$ cat src/rtl/ssd_scan_ctrl.sv
// ssd_scan_ctrl: scans NUM_DIGITS packed BCD digits onto one shared
// BCD-to-seven-segment decoder, with one-hot digit enables, per-slot
// anti-ghosting blanking, leading-zero suppression and a double-buffered
// load path that only swaps display content at frame boundaries.
module ssd_scan_ctrl #(
  parameter int NUM_DIGITS = 4,
  parameter int PRESCALE   = 50000,
  parameter int BLANK_CYC  = 2,
  parameter bit LZ_BLANK   = 1'b1
) (
  input  logic                    clk,
  input  logic                    rst_n,
  input  logic                    en,
  input  logic                    load,
  input  logic [4*NUM_DIGITS-1:0] digits_in,
  output logic                    load_ack,
  output logic [3:0]              bcd_out,
  output logic                    cs_out,
  output logic [NUM_DIGITS-1:0]   an,
  output logic                    frame_tick,
  output logic                    err_bcd
);

  localparam int CNT_W = $clog2(PRESCALE);
  localparam int IDX_W = $clog2(NUM_DIGITS);
  localparam logic [CNT_W-1:0] CNT_MAX = CNT_W'(PRESCALE - 1);
  localparam logic [CNT_W-1:0] BLANK_V = CNT_W'(BLANK_CYC);
  localparam logic [IDX_W-1:0] IDX_MAX = IDX_W'(NUM_DIGITS - 1);

  typedef enum logic {ST_IDLE = 1'b0, ST_SCAN = 1'b1} state_t;

  state_t                  r_state;
  state_t                  w_state_nxt;
  logic [CNT_W-1:0]        r_cnt;
  logic [IDX_W-1:0]        r_idx;
  logic [4*NUM_DIGITS-1:0] r_active;
  logic [4*NUM_DIGITS-1:0] r_shadow;
  logic                    r_pending;
  logic                    r_load_ack;
  logic                    r_frame_tick;
  logic                    r_err;

  logic [3:0]              w_nib;
  logic                    w_upper_zero;
  logic                    w_blank;
  logic                    w_lit;
  logic                    w_boundary;
  logic                    w_direct;
  logic                    w_promote;

  // Last cycle of the last slot closes a frame; display swaps happen here.
  assign w_boundary = (r_state == ST_SCAN) && (r_cnt == CNT_MAX) && (r_idx == IDX_MAX);
  // A load goes straight to the active buffer when nothing can be torn by it.
  assign w_direct   = load && (w_boundary || ((r_state == ST_IDLE) && !r_pending));
  // A parked load is promoted at a boundary, or immediately while the display is idle.
  assign w_promote  = !load && r_pending && (w_boundary || (r_state == ST_IDLE));

  // State register.
  always_ff @(posedge clk or negedge rst_n) begin
    if (!rst_n) r_state <= ST_IDLE;
    else        r_state <= w_state_nxt;
  end

  // Next state: en alone starts or aborts scanning, even mid-slot.
  always_comb begin
    w_state_nxt = r_state;
    case (r_state)
      ST_IDLE: if (en)  w_state_nxt = ST_SCAN;
      ST_SCAN: if (!en) w_state_nxt = ST_IDLE;
      default:          w_state_nxt = ST_IDLE;
    endcase
  end

  // Slot counter and digit index; both restart from zero whenever scanning stops.
  always_ff @(posedge clk or negedge rst_n) begin
    if (!rst_n) begin
      r_cnt <= '0;
      r_idx <= '0;
    end else if ((r_state == ST_SCAN) && en) begin
      if (r_cnt == CNT_MAX) begin
        r_cnt <= '0;
        r_idx <= (r_idx == IDX_MAX) ? '0 : r_idx + 1'b1;
      end else begin
        r_cnt <= r_cnt + 1'b1;
      end
    end else begin
      r_cnt <= '0;
      r_idx <= '0;
    end
  end

  // Select the current nibble and decide whether it is a leading zero.
  always_comb begin
    w_nib        = 4'd0;
    w_upper_zero = 1'b1;
    for (int k = 0; k < NUM_DIGITS; k++) begin
      if (r_idx == IDX_W'(k)) w_nib = r_active[4*k +: 4];
      if ((IDX_W'(k) >= r_idx) && (r_active[4*k +: 4] != 4'd0)) w_upper_zero = 1'b0;
    end
    w_blank = LZ_BLANK && (r_idx != '0) && w_upper_zero;
  end

  // Output decode: digit enable after the blanking window, chip-select only for valid shown digits.
  always_comb begin
    an    = '0;
    w_lit = 1'b0;
    if ((r_state == ST_SCAN) && (r_cnt >= BLANK_V)) begin
      w_lit = 1'b1;
      for (int k = 0; k < NUM_DIGITS; k++) an[k] = (r_idx == IDX_W'(k));
    end
    cs_out = w_lit && !w_blank && (w_nib <= 4'd9);
  end

  assign bcd_out = w_nib;

  // Double-buffered display content with a one-cycle acknowledge on activation.
  always_ff @(posedge clk or negedge rst_n) begin
    if (!rst_n) begin
      r_active   <= '0;
      r_shadow   <= '0;
      r_pending  <= 1'b0;
      r_load_ack <= 1'b0;
    end else begin
      r_load_ack <= w_direct || w_promote;
      if (w_direct) begin
        r_active  <= digits_in;
        r_pending <= 1'b0;
      end else if (load) begin
        r_shadow  <= digits_in;
        r_pending <= 1'b1;
      end else if (w_promote) begin
        r_active  <= r_shadow;
        r_pending <= 1'b0;
      end
    end
  end

  // Frame tick and sticky invalid-digit flag.
  always_ff @(posedge clk or negedge rst_n) begin
    if (!rst_n) begin
      r_frame_tick <= 1'b0;
      r_err        <= 1'b0;
    end else begin
      r_frame_tick <= w_boundary;
      if (w_lit && (w_nib > 4'd9)) r_err <= 1'b1;
    end
  end

  assign load_ack   = r_load_ack;
  assign frame_tick = r_frame_tick;
  assign err_bcd    = r_err;

endmodule
$ cat config.mk
export PLATFORM = sky130hd
export DESIGN_NAME = ssd_scan_ctrl
export DESIGN_NICKNAME = d
export VERILOG_FILES = /design/src/rtl/ssd_scan_ctrl.sv
export SDC_FILE = /design/constraint.sdc
export NUM_CORES = 1
export LEC_CHECK = 0
export ABC_CLOCK_PERIOD_IN_PS = 1900
export BUFFER_PORTS_ARGS = -buffer_cell sky130_fd_sc_hd__clkbuf_2
export CORE_MARGIN = 10
export CORE_UTILIZATION = 49
export CTS_CLUSTER_DIAMETER = 120
export CTS_CLUSTER_SIZE = 14
export DETAILED_ROUTE_END_ITERATION = 7
export PLACE_DENSITY = 0.73
export SLEW_MARGIN = 20
export SYNTH_ARGS = -nofsm -noshare
export SYNTH_HDL_FRONTEND = slang
export SYNTH_SLANG_ARGS = --single-unit
export TNS_END_PERCENT = 20
$ cat constraint.sdc
create_clock -name clk -period 1.9 [get_ports clk]
set_clock_uncertainty 0.05 [all_clocks]
set_input_delay 0.38 -clock clk [delete_from_list [all_inputs] [get_ports clk]]
set_output_delay 0.38 -clock clk [all_outputs]
set_load 0.01 [all_outputs]
==> impl_metrics.tcl, run 1 <==
set metrics [dict create \
    status "finished, violations left" \
    violations "negative hold slack, negative setup slack" \
    num-fill-cells 503 \
    start_util_pct 49.73 \
    num-nets-final 409 \
    wl_per_cell_um 17.15 \
    hold_violations 1 \
    die_y_um 99.82 \
    cp.buffers_inverters 2 \
    drcViolationCount 0 \
    leakage_nw 1.760 \
    critPathArrivalTime_ps 1950 \
    power.share.switching_pct 29.34 \
    dp_hpwl_um 5756 \
    cp_cell_sequence "buf_4 > ha_4 > a211oi_2 > a211oi_2 > o22ai_2 > nor3b_2 > buf_2" \
    maxSlewHeadroom_pct 53.58 \
    io_pins 32 \
    synth_top_flop_cell "dfrtp_1" \
    dp_worst_setup_slack_ps -231.9 \
    hold_buffers 0 \
    max_freq_mhz 420.3 \
    internal_power_mw 1.980 \
    layout_setup_ws_ps -479.4 \
    synth.avg_cell_area_um2 10.44 \
    antenna_left 0 \
    worstPathRequired_ps 1470 \
    setup_viol 19 \
    num_rows 29 \
    crit_path_max_incr_delay_ps 460 \
    use_met1_pct 19.37 \
    post_drt_via_cell_ratio 5.813 \
    path_delay_family "compound AO/OA/AOI/OAI gates" \
    grt.met3_usage_pct 3.571 \
    clkPwrFrac_pct 25.5 \
    yosys_warnings 0 \
    die-area_mm2 0.009963 \
    clockRootBuffer "clkbuf_8" \
    worstPathMaxFanout 8 \
    cts_buffer_depth 2 \
    grt_setup_unrepaired "true" \
    critical_path_class "reg -> out" \
    hold_path.class "in -> async" \
    synthesis.nets 326 \
    clkTransAtPathRegs_ps 110 \
    grt_max_degree 56 \
    synth_area_mm2 0.003122 \
    die_w_um 99.82 \
    critPathLaunchType "flop" \
    clk_latency_ps 310 \
    final_common_cell "buf_4" \
    comb_power_share_pct 23.4 \
    drt-pass1-iter-count 4 \
    p_sw_mw 0.8225 \
    holdWs_ps -0.7605 \
    seq_area_frac_synth_pct 44.09 \
    grtUsageMet2_pct 27.78 \
    grt-busiest-layer "met2" \
    num_antenna_cells 0 \
    cts_tree "done" \
    cpMaxStageDelayCell "dfrtp_2" \
    crit_top_cell "a211oi_2" \
    ys_ff_latch 55 \
    routed_wirelength_um 7890 \
    async_reset_ff_share_pct 100.0 \
    grt_pass1_vias 2793 \
    ctsHtreeMaxLevel 2 \
    vias 2674 \
    drive_above_1_share_pct 41.25 \
    post-route-period-util_pct 125.2 \
    grtUsageTotal_pct 16.02 \
    irDropWorstVdd_v 0.0005457 \
    utilization_pct 65.54 \
    core_mm2 0.006277 \
    grt_pass1_wl_um 13480 \
    cp-end-kind "output port" \
    cts.sinks 55 \
    drt_iter0_markers 196 \
    io_buffer_count 31 \
    mostFrequentLayoutCells "58 x buf_4, 51 x dfrtp_1, 27 x clkbuf_2" \
    grt_remaining_overflow 0 \
    max-cap-violations 0 \
    fin_crit_ps 2379 \
    antenna_found_initial 0 \
    power_density_mw_per_mm2 681.3 \
    place.gp.congestion 0.8792 \
    p_seq_share_pct 51.1 \
    tightestPinTransition_ps 692.6 \
    syn_inst 299 \
    cts_buffers 5 \
    syn2layout_area_growth_pct 31.78 \
    synth.distinct_cells 51 \
    synth_edf_count 0 \
    slew_violations 0 \
]
-- logic make-up (layout without fill, tap and decap cells) --
logic type / after synthesis / after routing / share of synthesized area, %
and+or+nand+nor: 106 / 106 / 19.84
AOI/OAI and AO/OA: 76 / 76 / 18.64
DFF: 55 / 55 / 44.09
buffers and inverters: 28 / 112 / 4.569
muxes: 16 / 16 / 6.974
xor gates and xnor gates: 11 / 11 / 3.086
adders and majority gates: 7 / 7 / 2.805
-- final timing paths --
| path | to | depth (start not counted) | slack [ps] | start |
|---|---|---|---|---|
| max | cs_out | 7 | -480 | r_idx[1] |
| min | r_shadow[1] | 2 | -0.8 | rst_n |
| max reg2reg | r_shadow[6] | 6 | -20 | r_cnt[13] |
| min reg2reg | err_bcd | 1 | 450 | err_bcd |
| max in group asynchronous | r_idx[0] | 2 | 1530 | rst_n |
| min in group clk | r_state | 1 | 150 | en |
-- routing by layer --
layer	up-vias	routed length [µm]
met1	1310	3419
met5	-	0
met3	12	290
li1	1304	-
met4	0	144
met2	48	4036
-- stage by stage --
step                      setup TNS, ps  instances  area (µm²)  total power [mW]
after floorplan                  -537.1        299        3179             1.790
after global placement           -699.6        445        3765             2.048
after detailed placement          -1804        445        3765             2.058
after CTS                         -3231        458        4020             2.803
after global routing              -4724        460        4114             2.945
final                             -3040        460        4114             2.803
-- cell type report --
cell class                      instances  area (µm²)  share of cell area (%)
Inverter                               11       43.79                   1.064
Multi-Input combinational cell        216        1813                   44.07
Timing Repair Buffer                   93       676.9                   16.45
Tap cell                               77       96.34                   2.342
Sequential cell                        55        1381                   33.58
Clock buffer                            6       82.58                   2.007
Clock inverter                          2       20.02                  0.4866
-- synth_stat cells (2+ instances only) --
| cell | number | area, µm² |
|---|---|---|
| or4_1 | 3 | 22.52 |
| o22ai_1 | 7 | 43.79 |
| nor2b_1 | 9 | 56.30 |
| nand3b_1 | 6 | 45.04 |
| nand2b_1 | 5 | 31.28 |
| nor2_1 | 17 | 63.81 |
| o2bb2ai_1 | 3 | 26.28 |
| mux2_2 | 6 | 67.56 |
| a211oi_1 | 13 | 97.59 |
| o21ai_0 | 4 | 20.02 |
| and4_1 | 3 | 26.28 |
| ha_1 | 7 | 87.58 |
| inv_1 | 10 | 37.54 |
| nand3_1 | 8 | 40.04 |
| or2_2 | 2 | 12.51 |
| a32oi_1 | 2 | 17.52 |
| nor3b_1 | 5 | 37.54 |
| a21oi_1 | 10 | 50.05 |
| o21bai_1 | 2 | 15.01 |
| o221ai_1 | 4 | 35.03 |
| mux2_4 | 10 | 150.1 |
| o32a_1 | 8 | 80.08 |
| nand4_1 | 8 | 50.05 |
| buf_2 | 5 | 25.02 |
| o31a_1 | 2 | 17.52 |
| dfrtp_1 | 55 | 1376 |
| o22a_1 | 8 | 70.07 |
| nor3_2 | 2 | 20.02 |
| or3_1 | 3 | 18.77 |
| buf_6 | 2 | 22.52 |
| o31ai_1 | 3 | 22.52 |
| nor4_1 | 3 | 18.77 |
| nand2_1 | 11 | 41.29 |
| nor3_1 | 9 | 45.04 |
| and3_1 | 4 | 25.02 |
| xnor2_1 | 4 | 35.03 |
| xor2_1 | 7 | 61.31 |
| o32ai_1 | 2 | 17.52 |
| and2_1 | 5 | 31.28 |
| clkbuf_1 | 8 | 30.03 |
| a221oi_1 | 4 | 35.03 |
-- repair_timing --
action                                  CTS  global route
gates resized for setup                  23            18
hold endpoints to repair                  0             0
endpoints found under the setup margin   31            45
pin swaps                                 9             7
buffers inserted                          5             2
-- worst register-to-register path, delay by kind of cell (launching register included) --
| family | cells | cell delay, ps |
|---|---|---|
| AO/OA/AOI/OAI | 1 | 320 |
| buffers and inverters | 2 | 320 |
| flip-flops | 1 | 390 |
| multiplexers | 1 | 300 |
| AND/OR/NAND/NOR | 2 | 430 |
-- state kept, by name, summed over array words and instances, names as in the netlist --
signal	count
r_active	16
r_cnt	16
r_shadow	16
r_idx	2
err_bcd	1
frame_tick	1
load_ack	1
r_pending	1
r_state	1
-- power by group through the flow --
stage	sequential (mW)	combinational, mW	clock, mW
floorplan	1.42	0.374	0
global placement	1.45	0.602	0
detailed placement	1.45	0.610	0
CTS	1.43	0.641	0.737
global route	1.45	0.717	0.780
finish	1.43	0.655	0.716
Note: power is estimated with default switching activity, not from simulation.
==> run 2: changes to the inputs <==
==> constraint.sdc (replaced) <==
create_clock -name clk -period 1.9 [get_ports clk]
set_clock_uncertainty 0.05 [all_clocks]
set_input_delay 0.19 -clock clk [delete_from_list [all_inputs] [get_ports clk]]
set_output_delay 0.19 -clock clk [all_outputs]
set_load 0.01 [all_outputs]
==> run 2 against run 1 <==
The run ends with negative setup slack left. Non-clock buffer count up 6. Via count up 3.0%. Core utilization up 2.2 points. Global-route usage up 0.55 points. Clock power down 7.0%. Die area unchanged. Largest power group unchanged. Register-to-register slack worse by 90 ps. Setup slack better by 140 ps. Highest routed layer unchanged. Final cell count up 1.1%.
==> impl_metrics.tcl, run 2 (synthesized netlist as in run 1, its figures left out) <==
set metrics [dict create \
    power_density_mw_per_mm2 661.5 \
    syn2layout_area_growth_pct 36.15 \
    drt-pass1-iter-count 5 \
    fin_crit_ps 2244 \
    grt_max_degree 36 \
    routed_wirelength_um 8420 \
    post_drt_via_cell_ratio 5.923 \
    final_common_cell "buf_4" \
    start_util_pct 49.73 \
    drcViolationCount 0 \
    max_freq_mhz 445.6 \
    violations "negative setup slack" \
    irDropWorstVdd_v 0.0003870 \
    place.gp.congestion 0.9065 \
    num-fill-cells 481 \
    drive_above_1_share_pct 44.33 \
    critPathArrivalTime_ps 2000 \
    cts_buffers 5 \
    die_y_um 99.82 \
    ctsHtreeMaxLevel 2 \
    crit_path_max_incr_delay_ps 430 \
    utilization_pct 67.71 \
    clkTransAtPathRegs_ps 100 \
    io_pins 32 \
    antenna_left 0 \
    die-area_mm2 0.009963 \
    leakage_nw 1.816 \
    max-cap-violations 0 \
    status "finished, violations left" \
    cp_cell_sequence "buf_6 > ha_4 > a211oi_2 > a211oi_2 > o22ai_1 > nor3b_2 > buf_2" \
    grt_remaining_overflow 0 \
    cp-end-kind "output port" \
    clk_latency_ps 310 \
    grtUsageTotal_pct 16.58 \
    total_power_mw 2.812 \
    cts_tree "done" \
    grt_pass1_wl_um 13770 \
    crit_top_cell "a211oi_2" \
    cts_buffer_depth 2 \
    io_buffer_count 31 \
    grt_pass1_vias 2780 \
    mostFrequentLayoutCells "54 x buf_4, 53 x dfrtp_1, 25 x clkbuf_2" \
    dp_worst_setup_slack_ps -120.0 \
    die_w_um 99.82 \
    path_delay_family "compound AO/OA/AOI/OAI gates" \
    worstPathMaxFanout 8 \
    setup_viol 40 \
    num-nets-final 415 \
    multi_input_area_mm2 0.001888 \
    layout_setup_ws_ps -344.1 \
    grt_setup_unrepaired "true" \
    cts.sinks 55 \
    cp.buffers_inverters 2 \
    critical_path_class "reg -> out" \
    worstPathRequired_ps 1660 \
    antenna_found_initial 0 \
    num_antenna_cells 0 \
    maxSlewHeadroom_pct 56.23 \
    vias 2754 \
    top_regs "r_active (16), r_cnt (16), r_shadow (16)" \
    hold_path.class "in -> reg" \
    dp_hpwl_um 5750 \
    ff_latch_area_mm2 0.001379 \
    num_rows 29 \
    critPathLaunchType "flop" \
    placed_cell_area_mm2 0.003630 \
    tightestPinTransition_ps 653.0 \
    stdcell_area_mm2 0.004250 \
    clockRootBuffer "clkbuf_8" \
    hold_violations 0 \
    post-route-period-util_pct 118.1 \
    cpMaxStageDelayCell "dfrtp_1" \
    core_mm2 0.006277 \
    wl_per_cell_um 18.11 \
    drt_iter0_markers 145 \
    slew_violations 0 \
]
## run 2: changes by cell type in the layout (fill, tap and decap cells not counted), moves of 2 or more
| cell | delta |
|---|---|
| dfrtp_2 | -2 |
| buf_4 | -4 |
| buf_6 | +10 |
| a211oi_2 | +6 |
| a211oi_1 | -6 |
| clkbuf_2 | -2 |
| nor2_1 | -2 |
| dfrtp_1 | +2 |
| mux2_2 | -6 |
| mux2_4 | +6 |
| dlygate4sd3_1 | +2 |
## run 2: worst paths after layout
path / depth (start not counted) / to / slack, ps / start
min in group asynchronous: 2 / r_shadow[9] / 350 / rst_n
min reg2reg: 1 / err_bcd / 460 / err_bcd
max reg2reg: 8 / err_bcd / -110 / r_idx[0]
min: 2 / r_shadow[12] / 70 / digits_in[12]
max in group asynchronous: 3 / r_idx[0] / 860 / rst_n
max: 7 / cs_out / -340 / r_idx[1]
## run 2: repair_timing
action / 4_1_cts / 5_1_grt
endpoints found under the hold margin: 21 / 0
hold buffers: 2 / 0
endpoints found under the setup margin: 34 / 45
setup buffers: 17 / 8
pin swaps: 21 / 15
gates resized for setup: 54 / 24
## run 2: report_power, final
part / leakage (nW) / total, mW / switching (mW) / internal [mW]
Sequential: 0.676 / 1.44 / 0.135 / 1.31
Combinational: 1.09 / 0.702 / 0.301 / 0.401
Clock: 0.0470 / 0.666 / 0.379 / 0.287
## run 2: worst reg2reg max path, cell delays in order, from the launching register on
cell and delay [ps]:
dfrtp_2 500, ha_4 220, nand3b_1 170, a221oi_2 300, o22ai_1 150, buf_4 150, buf_4 120, buf_4 130
o21bai_1 140
## run 2: metal layers
metal,up-vias,track usage [%],wire (µm)
li1,1301,-,-
met1,1388,21.15,3747
met2,57,27.87,4248
met3,8,3.503,353
met4,0,4.079,70
met5,-,0,0
## run 2: final cells by class
cell class / count / share of cell area [%]
Multi-Input combinational cell: 216 / 44.42
Sequential cell: 55 / 32.44
Timing Repair Buffer: 99 / 17.78
Tap cell: 77 / 2.267
Clock buffer: 6 / 1.943
Inverter: 11 / 1.030
Clock inverter: 1 / 0.1178
## run 2: through the flow
stage / hold WS (ps) / std cells / TNS [ps]
final: 68.04 / 465 / -2487
after floorplan: -155.6 / 299 / -444.2
after CTS: 65.33 / 458 / -3190
after global routing: 69.31 / 465 / -4775
after detailed placement: 158.3 / 433 / -466.5
after global placement: 153.8 / 433 / -31.44
==> run 3: changes to the inputs <==
- ABC_CLOCK_PERIOD_IN_PS: 1900 -> 2400
- PLACE_DENSITY: 0.73 -> 0.7
- clock period: 1.9 -> 2.4 ns (I/O delays scaled with it)
==> run 3 against run 2 <==
The flow now finishes without violations. Setup slack better by 450 ps. Die area stayed put. Register-to-register slack better by 360 ps. Worst hold slack got worse by 52 ps. Non-clock buffer count decreased by 58. Clock-buffer cell count unchanged. Power decreased by 28%. Clock power shrank 30%. Final cell count decreased by 13%. Global-route usage down 2.1 points. Via count decreased by 11%. Flip-flop and latch count is the same. Critical path type unchanged. Critical endpoint unchanged.
==> impl_metrics.tcl, run 3 (synthesized netlist as in run 1, its figures left out) <==
set metrics [dict create \
    io_pins 32 \
    grt_remaining_overflow 0 \
    hold_violations 0 \
    critical_path_class "reg -> out" \
    grt_max_degree 32 \
    ctsHtreeMaxLevel 2 \
    hp-start "en" \
    max-cap-violations 0 \
    dp_hpwl_um 5363 \
    worstPathMaxFanout 10 \
    r2r_end "r_shadow[8]" \
    grtUsageTotal_pct 14.44 \
    fin_crit_ps 2295 \
    maxSlewHeadroom_pct 54.34 \
    cp_cell_sequence "inv_1 > ha_4 > nand3b_1 > a221oi_2 > o22ai_2 > nor3b_2 > clkbuf_2" \
    cts_setup_buffers 0 \
    antenna_left 0 \
    cp.buffers_inverters 2 \
    tightestPinTransition_ps 684.9 \
    grt_pass1_vias 2344 \
    setup_viol 0 \
    start_util_pct 49.73 \
    wl_per_cell_um 17.93 \
    rr_worst_depth 6 \
    post-route-period-util_pct 95.62 \
    antenna_found_initial 0 \
    top_regs "r_active (16), r_cnt (16), r_shadow (16)" \
    io_buffer_count 31 \
    placed_cell_area_mm2 0.003352 \
    die-area_mm2 0.009963 \
    drive_above_1_share_pct 26.14 \
    path_delay_family "flip-flops" \
    num_rows 29 \
    num_antenna_cells 0 \
    mostFrequentLayoutCells "53 x dfrtp_1, 31 x clkbuf_2, 17 x nor2_1" \
    die_w_um 99.82 \
    power_density_mw_per_mm2 572.5 \
    grt_pass1_wl_um 11980 \
    drt-pass1-iter-count 4 \
    worstHoldPathCells 1 \
    worstPathRequired_ps 2110 \
    cts_tree "done" \
    leakage_nw 1.440 \
    grt_setup_unrepaired "true" \
    clockRootBuffer "clkbuf_8" \
    holdWs_ps 16.41 \
    r2r_start "r_cnt[1]" \
    cts_buffer_depth 2 \
    critPathLaunchType "flop" \
    hold_path.class "in -> reg" \
    utilization_pct 56.47 \
    place.gp.congestion 0.8425 \
    post_drt_via_cell_ratio 6.047 \
    cts_buffers 5 \
    r2r_setup_slack_ps 250 \
    stdcell_area_mm2 0.003545 \
    path_depth 7 \
    critPathArrivalTime_ps 2000 \
    crit_path_max_incr_delay_ps 450 \
    clk_latency_ps 300 \
    syn2layout_area_growth_pct 13.55 \
    hold_path_end "r_state" \
    max_freq_mhz 435.8 \
    slew_violations 0 \
    routed_wirelength_um 7278 \
    core_mm2 0.006277 \
    status "completed" \
    clkTransAtPathRegs_ps 90 \
    drt_iter0_markers 125 \
    num-nets-final 357 \
    final_common_cell "dfrtp_1" \
    fin_tns_setup_ps 0 \
    cts.sinks 55 \
    drcViolationCount 0 \
    total_power_mw 2.029 \
    cpMaxStageDelayCell "dfrtp_2" \
    vias 2455 \
    cp-end-kind "output port" \
    die_y_um 99.82 \
    irDropWorstVdd_v 0.0002779 \
]
## run 3: metrics by stage
| step | worst slack, ps | std cells |
|---|---|---|
| finish | 105.1 | 406 |
| global route | -31.42 | 406 |
| global placement | 327.7 | 399 |
| floorplan | 371.1 | 299 |
| CTS | 34.52 | 406 |
| detailed placement | 258.7 | 399 |
## run 3: worst register-to-register path, stage by stage, from the launching register on
cell and delay [ps]:
dfrtp_1 410, ha_1 220, and3_1 350, nand3_4 140, o31a_1 300, buf_4 230
mux2_4 340
## run 3: worst max path at each step
stage                  start      to  slack, ps
finish              r_idx[1]  cs_out        110
global route        r_idx[1]  cs_out        -30
CTS                 r_idx[0]  cs_out         30
detailed placement  r_idx[0]  cs_out        260
global placement    r_idx[1]  cs_out        330
floorplan           r_idx[0]  cs_out        370
## run 3: cell type report
cell class / count / area [µm²]
flip-flops and latches: 55 / 1379
clock buffers: 6 / 72.57
repair buffers: 41 / 245.2
multi-input cells: 216 / 1710
well taps: 77 / 96.34
fillers: 548 / 2733
inverters: 11 / 41.29
## run 3: report_power, final
| group | internal [mW] | total, mW | leakage [nW] | switching [mW] |
|---|---|---|---|---|
| combinational | 0.222 | 0.421 | 0.727 | 0.199 |
| sequential | 1.04 | 1.14 | 0.676 | 0.105 |
| clock | 0.195 | 0.468 | 0.0371 | 0.272 |
## run 3: layer usage
metal / vias up / track usage (%) / wire, µm
li1: 1188 / - / -
met1: 1211 / 19.56 / 3412
met2: 49 / 22.40 / 3407
met3: 7 / 3.640 / 400
met4: 0 / 3.749 / 58
met5: - / 0 / 0
## run 3: repair_timing
action                                 in CTS  in global routing
setup endpoints to repair                   1                  2
hold buffers                                1                  0
pin swaps                                   0                  1
gates resized for setup                     3                 18
endpoints found under the hold margin      24                  0
